===== src/rtl/mac_pkg.sv =====
`default_nettype none
//==============================================================================
// Module : mac_pkg
// Shared widths, defaults and FSM state encoding for the MAC sequencer.
// Rev    : 1.0
//==============================================================================
package mac_pkg;

    localparam int OP_W       = 4;
    localparam int PROD_W     = 8;
    localparam int LEN_W_DFLT = 4;
    localparam int ACC_W_DFLT = 12;

    typedef enum logic [1:0] {
        ST_IDLE = 2'd0,
        ST_RUN  = 2'd1,
        ST_DONE = 2'd2
    } state_t;

endpackage
`default_nettype wire


===== src/rtl/mac_acc_core.sv =====
`default_nettype none
//==============================================================================
// Module : mac_acc_core
// Gated 4x4 unsigned multiplier feeding an ACC_W accumulator with sticky carry.
// Rev    : 1.0
//==============================================================================
module mac_acc_core
    import mac_pkg::*;
#(
    parameter int ACC_W = ACC_W_DFLT
) (
    input  logic              clk,
    input  logic              rst,
    input  logic              clr,
    input  logic              en,
    input  logic [OP_W-1:0]   a,
    input  logic [OP_W-1:0]   b,
    output logic [ACC_W-1:0]  acc,
    output logic              ovf
);

    logic [PROD_W-1:0] w_prod;
    logic [ACC_W:0]    w_sum;
    logic [ACC_W-1:0]  r_acc;
    logic              r_ovf;

    // Operands are widened first so the product keeps all eight bits.
    assign w_prod = PROD_W'(a) * PROD_W'(b);
    assign w_sum  = {1'b0, r_acc} + (ACC_W+1)'(w_prod);

    always_ff @(posedge clk or negedge rst) begin
        if (!rst) begin
            r_acc <= '0;
            r_ovf <= 1'b0;
        end else if (clr) begin
            r_acc <= '0;
            r_ovf <= 1'b0;
        end else if (en) begin
            r_acc <= w_sum[ACC_W-1:0];
            r_ovf <= r_ovf | w_sum[ACC_W];
        end
    end

    assign acc = r_acc;
    assign ovf = r_ovf;

endmodule
`default_nettype wire


===== src/rtl/mac_seq_ctrl.sv =====
`default_nettype none
//==============================================================================
// Module : mac_seq_ctrl
// Job sequencer: counts operand pairs into the MAC core, returns the sum.
// Rev    : 1.0
//==============================================================================
module mac_seq_ctrl
    import mac_pkg::*;
#(
    parameter int LEN_W = LEN_W_DFLT,
    parameter int ACC_W = ACC_W_DFLT
) (
    input  logic              clk,
    input  logic              rst,
    input  logic              start,
    input  logic [LEN_W-1:0]  len,
    output logic              busy,
    input  logic              op_valid,
    output logic              op_ready,
    input  logic [OP_W-1:0]   op_i,
    input  logic [OP_W-1:0]   op_j,
    output logic              res_valid,
    input  logic              res_ready,
    output logic [ACC_W-1:0]  res,
    output logic              ovf
);

    state_t             r_state;
    state_t             w_state_nxt;
    logic [LEN_W-1:0]   r_cnt;
    logic [LEN_W-1:0]   w_cnt_nxt;
    logic               r_busy;
    logic               r_op_ready;
    logic               r_res_valid;
    logic               w_clr;
    logic               w_en;

    always_comb begin
        w_state_nxt = r_state;
        w_cnt_nxt   = r_cnt;
        w_clr       = 1'b0;
        w_en        = 1'b0;
        case (r_state)
            ST_IDLE: begin
                if (start) begin
                    w_clr       = 1'b1;
                    w_cnt_nxt   = len;
                    w_state_nxt = (len == '0) ? ST_DONE : ST_RUN;
                end
            end
            ST_RUN: begin
                if (op_valid && r_op_ready) begin
                    w_en      = 1'b1;
                    w_cnt_nxt = r_cnt - LEN_W'(1);
                    if (r_cnt == LEN_W'(1)) begin
                        w_state_nxt = ST_DONE;
                    end
                end
            end
            ST_DONE: begin
                if (res_ready) begin
                    w_state_nxt = ST_IDLE;
                end
            end
            default: begin
                w_state_nxt = ST_IDLE;
            end
        endcase
    end

    // Status flags are registered from the next state so they never see inputs.
    always_ff @(posedge clk or negedge rst) begin
        if (!rst) begin
            r_state     <= ST_IDLE;
            r_cnt       <= '0;
            r_busy      <= 1'b0;
            r_op_ready  <= 1'b0;
            r_res_valid <= 1'b0;
        end else begin
            r_state     <= w_state_nxt;
            r_cnt       <= w_cnt_nxt;
            r_busy      <= (w_state_nxt == ST_RUN) || (w_state_nxt == ST_DONE);
            r_op_ready  <= (w_state_nxt == ST_RUN);
            r_res_valid <= (w_state_nxt == ST_DONE);
        end
    end

    mac_acc_core #(
        .ACC_W (ACC_W)
    ) u_core (
        .clk (clk),
        .rst (rst),
        .clr (w_clr),
        .en  (w_en),
        .a   (op_i),
        .b   (op_j),
        .acc (res),
        .ovf (ovf)
    );

    assign busy      = r_busy;
    assign op_ready  = r_op_ready;
    assign res_valid = r_res_valid;

endmodule
`default_nettype wire


===== config.mk =====
export PLATFORM = sky130hd
export DESIGN_NAME = mac_seq_ctrl
export DESIGN_NICKNAME = d
export VERILOG_FILES = /design/src/rtl/mac_pkg.sv /design/src/rtl/mac_acc_core.sv /design/src/rtl/mac_seq_ctrl.sv
export SDC_FILE = /design/constraint.sdc
export NUM_CORES = 1
export LEC_CHECK = 0
export BUFFER_PORTS_ARGS = -buffer_cell sky130_fd_sc_hd__buf_4
export CORE_MARGIN = 5
export CORE_UTILIZATION = 50
export CTS_CLUSTER_DIAMETER = 40
export DETAILED_ROUTE_END_ITERATION = 10
export MAX_ROUTING_LAYER = met4
export PLACE_DENSITY = 0.83
export SYNTH_ARGS = -nofsm -noshare
export SYNTH_HDL_FRONTEND = slang
export SYNTH_SLANG_ARGS = --single-unit

===== constraint.sdc =====
create_clock -name clk -period 3.3 [get_ports clk]
set_clock_uncertainty 0.1 [all_clocks]
set_input_delay 0.165 -clock clk [delete_from_list [all_inputs] [get_ports clk]]
set_output_delay 0.165 -clock clk [all_outputs]
set_load 0.1 [all_outputs]

==> out/qor.yml <==
grt:
  antenna_found_initial: 0
  track_usage_pct: 17.0
  grt-ovfl-total: 0
  grt_first_pass_wirelength_um: 6670
  grt_max_degree: 23
  grt_pass1_vias: 1499
sta:
  clock.fmax_mhz: 324
  fin_crit_ps: 3090
  period_share_pct: 93.6
  relSlewSlack_pct: 54.4
  slew_violations: 0
  finalSetupViolations: 0
  worst_pin_slew_ps: 684
  rsz0062_at_grt: "false"
  hold_viol: 0
  setup_tns_ps: 0
worst_hold_path:
  hp-class: "input port to flop"
drt:
  via_per_inst: 5.40
  drc: 0
  drt-total-wl_um: 3970
  wire_per_inst_um: 13.6
  dr.pass1.iters: 4
  antenna_left: 0
  vias: 1578
  drtIter0Drc: 84
critical_path:
  path_max_fanout: 3
  required_ps: 3390
  end_kind: "flop"
  path_class: "input port to flop"
  r2r_slack_ps: 760
  startpoint_type: "input port"
  critPathArrivalTime_ps: 3180
power_and_ir_drop:
  p_int_w: 0.000981
  combPwrFrac_pct: 71.0
  cellLeakagePower_nw: 1.16
  p_clk_share_pct: 7.6
  irDropWorstVdd_uv: 515
  seq_power_share_pct: 21.4
  power.density_nw_per_um2: 960
  power.net_switching_w: 0.00120
  power.share.switching_pct: 55.0
synth:
  synth_cells: 203
  synth_seq_cells: 22
  yosys-top-cells-area: "dfrtp_1 (29%), ha_1 (15%), fa_1 (9.6%), inv_1 (7.2%), and2_1 (4.0%)"
  synth_fp_nets: 251
  synth_top_area_share_pct: 29.4
  yosysSeqAreaShare_pct: 29.4
  synth-main-ff-cell: "dfrtp_1"
  async_flop_share_pct: 100
  yosysTopAreaCell: "dfrtp_1"
  synth_enable_flop_cells: 0
  ys_warn_count: 0
  syn_area_um2: 1870
  ys_types: 46
  syn_avg_cell_area_um2: 9.22
clocking:
  cts.sinks: 22
  clkTransAtPathRegs_ps: 80
  h-tree-depth: 1
  cts_inserted_buffers: 3
  clk_latency_ps: 260
  clockBufferDepth: 2
  cts_tree: "done"
  cts_root_buffer: "clkbuf_8"
final_layout:
  area_delta_synth_final_pct: 21.3
  n_antenna_cell: 0
  nets: 294
  fillerInstances: 315
  drive_gt1_share_pct: 21.3
  final_cell_area_um2: 2270
place:
  gp_congestion: 0.782
  hpwl_um: 3160
  portBuffers: 32
  dpl_cell_area_um2: 2210
floorplan:
  io_pins: 33
  die_w_um: 71.2
  fp-row-count: 22
  fp.dieH_um: 71.2
  dieArea_um2: 5070
  start_util_pct: 51.5
  core_um2: 3630
run:
  maxCapViolCount: 0
run_status:
  outcome: "finished clean"
==> registers in the layout, summed over array words and instances, names as in the netlist <==
name,count
r_cnt,4
u_core.acc,12
busy,1
u_core.ovf,1
r_state,2
res_valid,1
op_ready,1
==> per-layer routing <==
metal  up-vias  GRT usage, %  part of all wire [%]
met1       751          20.2                    44
li1        778             -                     -
met4         0          4.38                   1.4
met2        39          29.4                    52
met5         -             -                     0
met3        10          2.98                   3.4
==> power by group through the flow <==
stage	logic (W)	registers, W	clock network (W)
floorplan	0.000726	0.000908	0
global placement	0.00151	0.000464	0
detailed placement	0.00153	0.000470	0
CTS	0.00155	0.000464	0.000173
global route	0.00168	0.000480	0.000182
finish	0.00155	0.000466	0.000166
==> worst paths after layout <==
path,endpoint,cells past startpoint,from
worst max-delay path,u_core.acc[10],13,op_j[3]
worst min-delay path,r_cnt[0],3,len[0]
worst max register to register,u_core.acc[10],10,u_core.acc[4]
worst min register to register,r_cnt[1],2,r_cnt[1]
max in group asynchronous,u_core.acc[0],2,rst
min in group asynchronous,u_core.acc[10],2,rst
==> repair_timing <==
action | 4_1_cts | 5_1_grt
hold endpoints to repair | 22 | 0
resized for setup | 0 | 1
buffers inserted | 0 | 0
setup endpoints to repair | 0 | 1
hold buffers | 1 | 0
==> layout make-up <==
| class | count | area, um^2 | share of cell area (%) |
|---|---|---|---|
| Multi-Input combinational cell | 143 | 1180 | 52.0 |
| Clock buffer | 3 | 41.3 | 1.82 |
| Tap cell | 48 | 60.1 | 2.64 |
| Timing Repair Buffer | 40 | 303 | 13.3 |
| Sequential cell | 22 | 551 | 24.2 |
| Inverter | 36 | 135 | 5.95 |
==> cells in the mapped netlist, drive strengths merged (2+ instances only) <==
library cell  count
mux2i             2
a22o              3
buf               2
nand2            14
dfrtp            22
xor2              2
ha               22
inv              36
a211oi            2
o21bai            2
nor3b             2
nand3             8
a21o              2
and3              3
fa                9
nor2              8
nor2b             3
a21oi             8
nor3              3
or2               2
nor4              2
o22ai             4
and2             12
o21ai            13
nand2b            2
==> cells in the final DEF, fill, tap and decap left out, types with 3 or more instances in the layout <==
cell type,Yosys,routed
clkbuf_8,0,3
buf_4,1,39
and2_1,12,12
a21oi_1,7,7
fa_1,9,9
nor3_1,3,3
o21ai_0,12,12
and3_1,3,3
ha_1,22,22
inv_1,36,36
nor2_1,8,8
dfrtp_1,22,22
nand2_1,13,13
o22ai_1,4,4
a22o_1,3,3
nand3_1,8,8
==> kinds of logic (layout without fill, tap and decap cells) <==
group	Yosys count	after routing	share of synthesized area, %
XOR/XNOR	3	3	1.40
AO/OA/AOI/OAI	46	46	17.9
buffers and inverters	38	79	7.89
flip-flops	22	22	29.4
AND/OR/NAND/NOR	61	61	18.0
multiplexers	2	2	1.07
adder cells (fa/ha/maj)	31	31	24.3
==> worst max-delay path: stages <==
cell and delay (ps):
buf_4 90, nand2_1 60, fa_1 500, fa_1 510, fa_1 510, inv_1 40, ha_1 290, o21ai_0 90
buf_4 150, o21ai_0 220, nand2_1 150, o21ai_1 190, mux2i_1 200
==> stage by stage <==
stage               utilization [%]  power [W]  hold WS, ps  cells  worst slack (ps)
floorplan                         -    0.00163         -231    203               113
global placement               60.9    0.00197        -26.9    288              2.37
detailed placement             60.9    0.00200        -22.2    288             -73.4
CTS                            62.3    0.00218         58.3    292               206
global route                   62.5    0.00235         82.9    292              77.7
finish                         62.5    0.00218         60.6    292               210
Note: power is estimated with default switching activity, not from simulation.
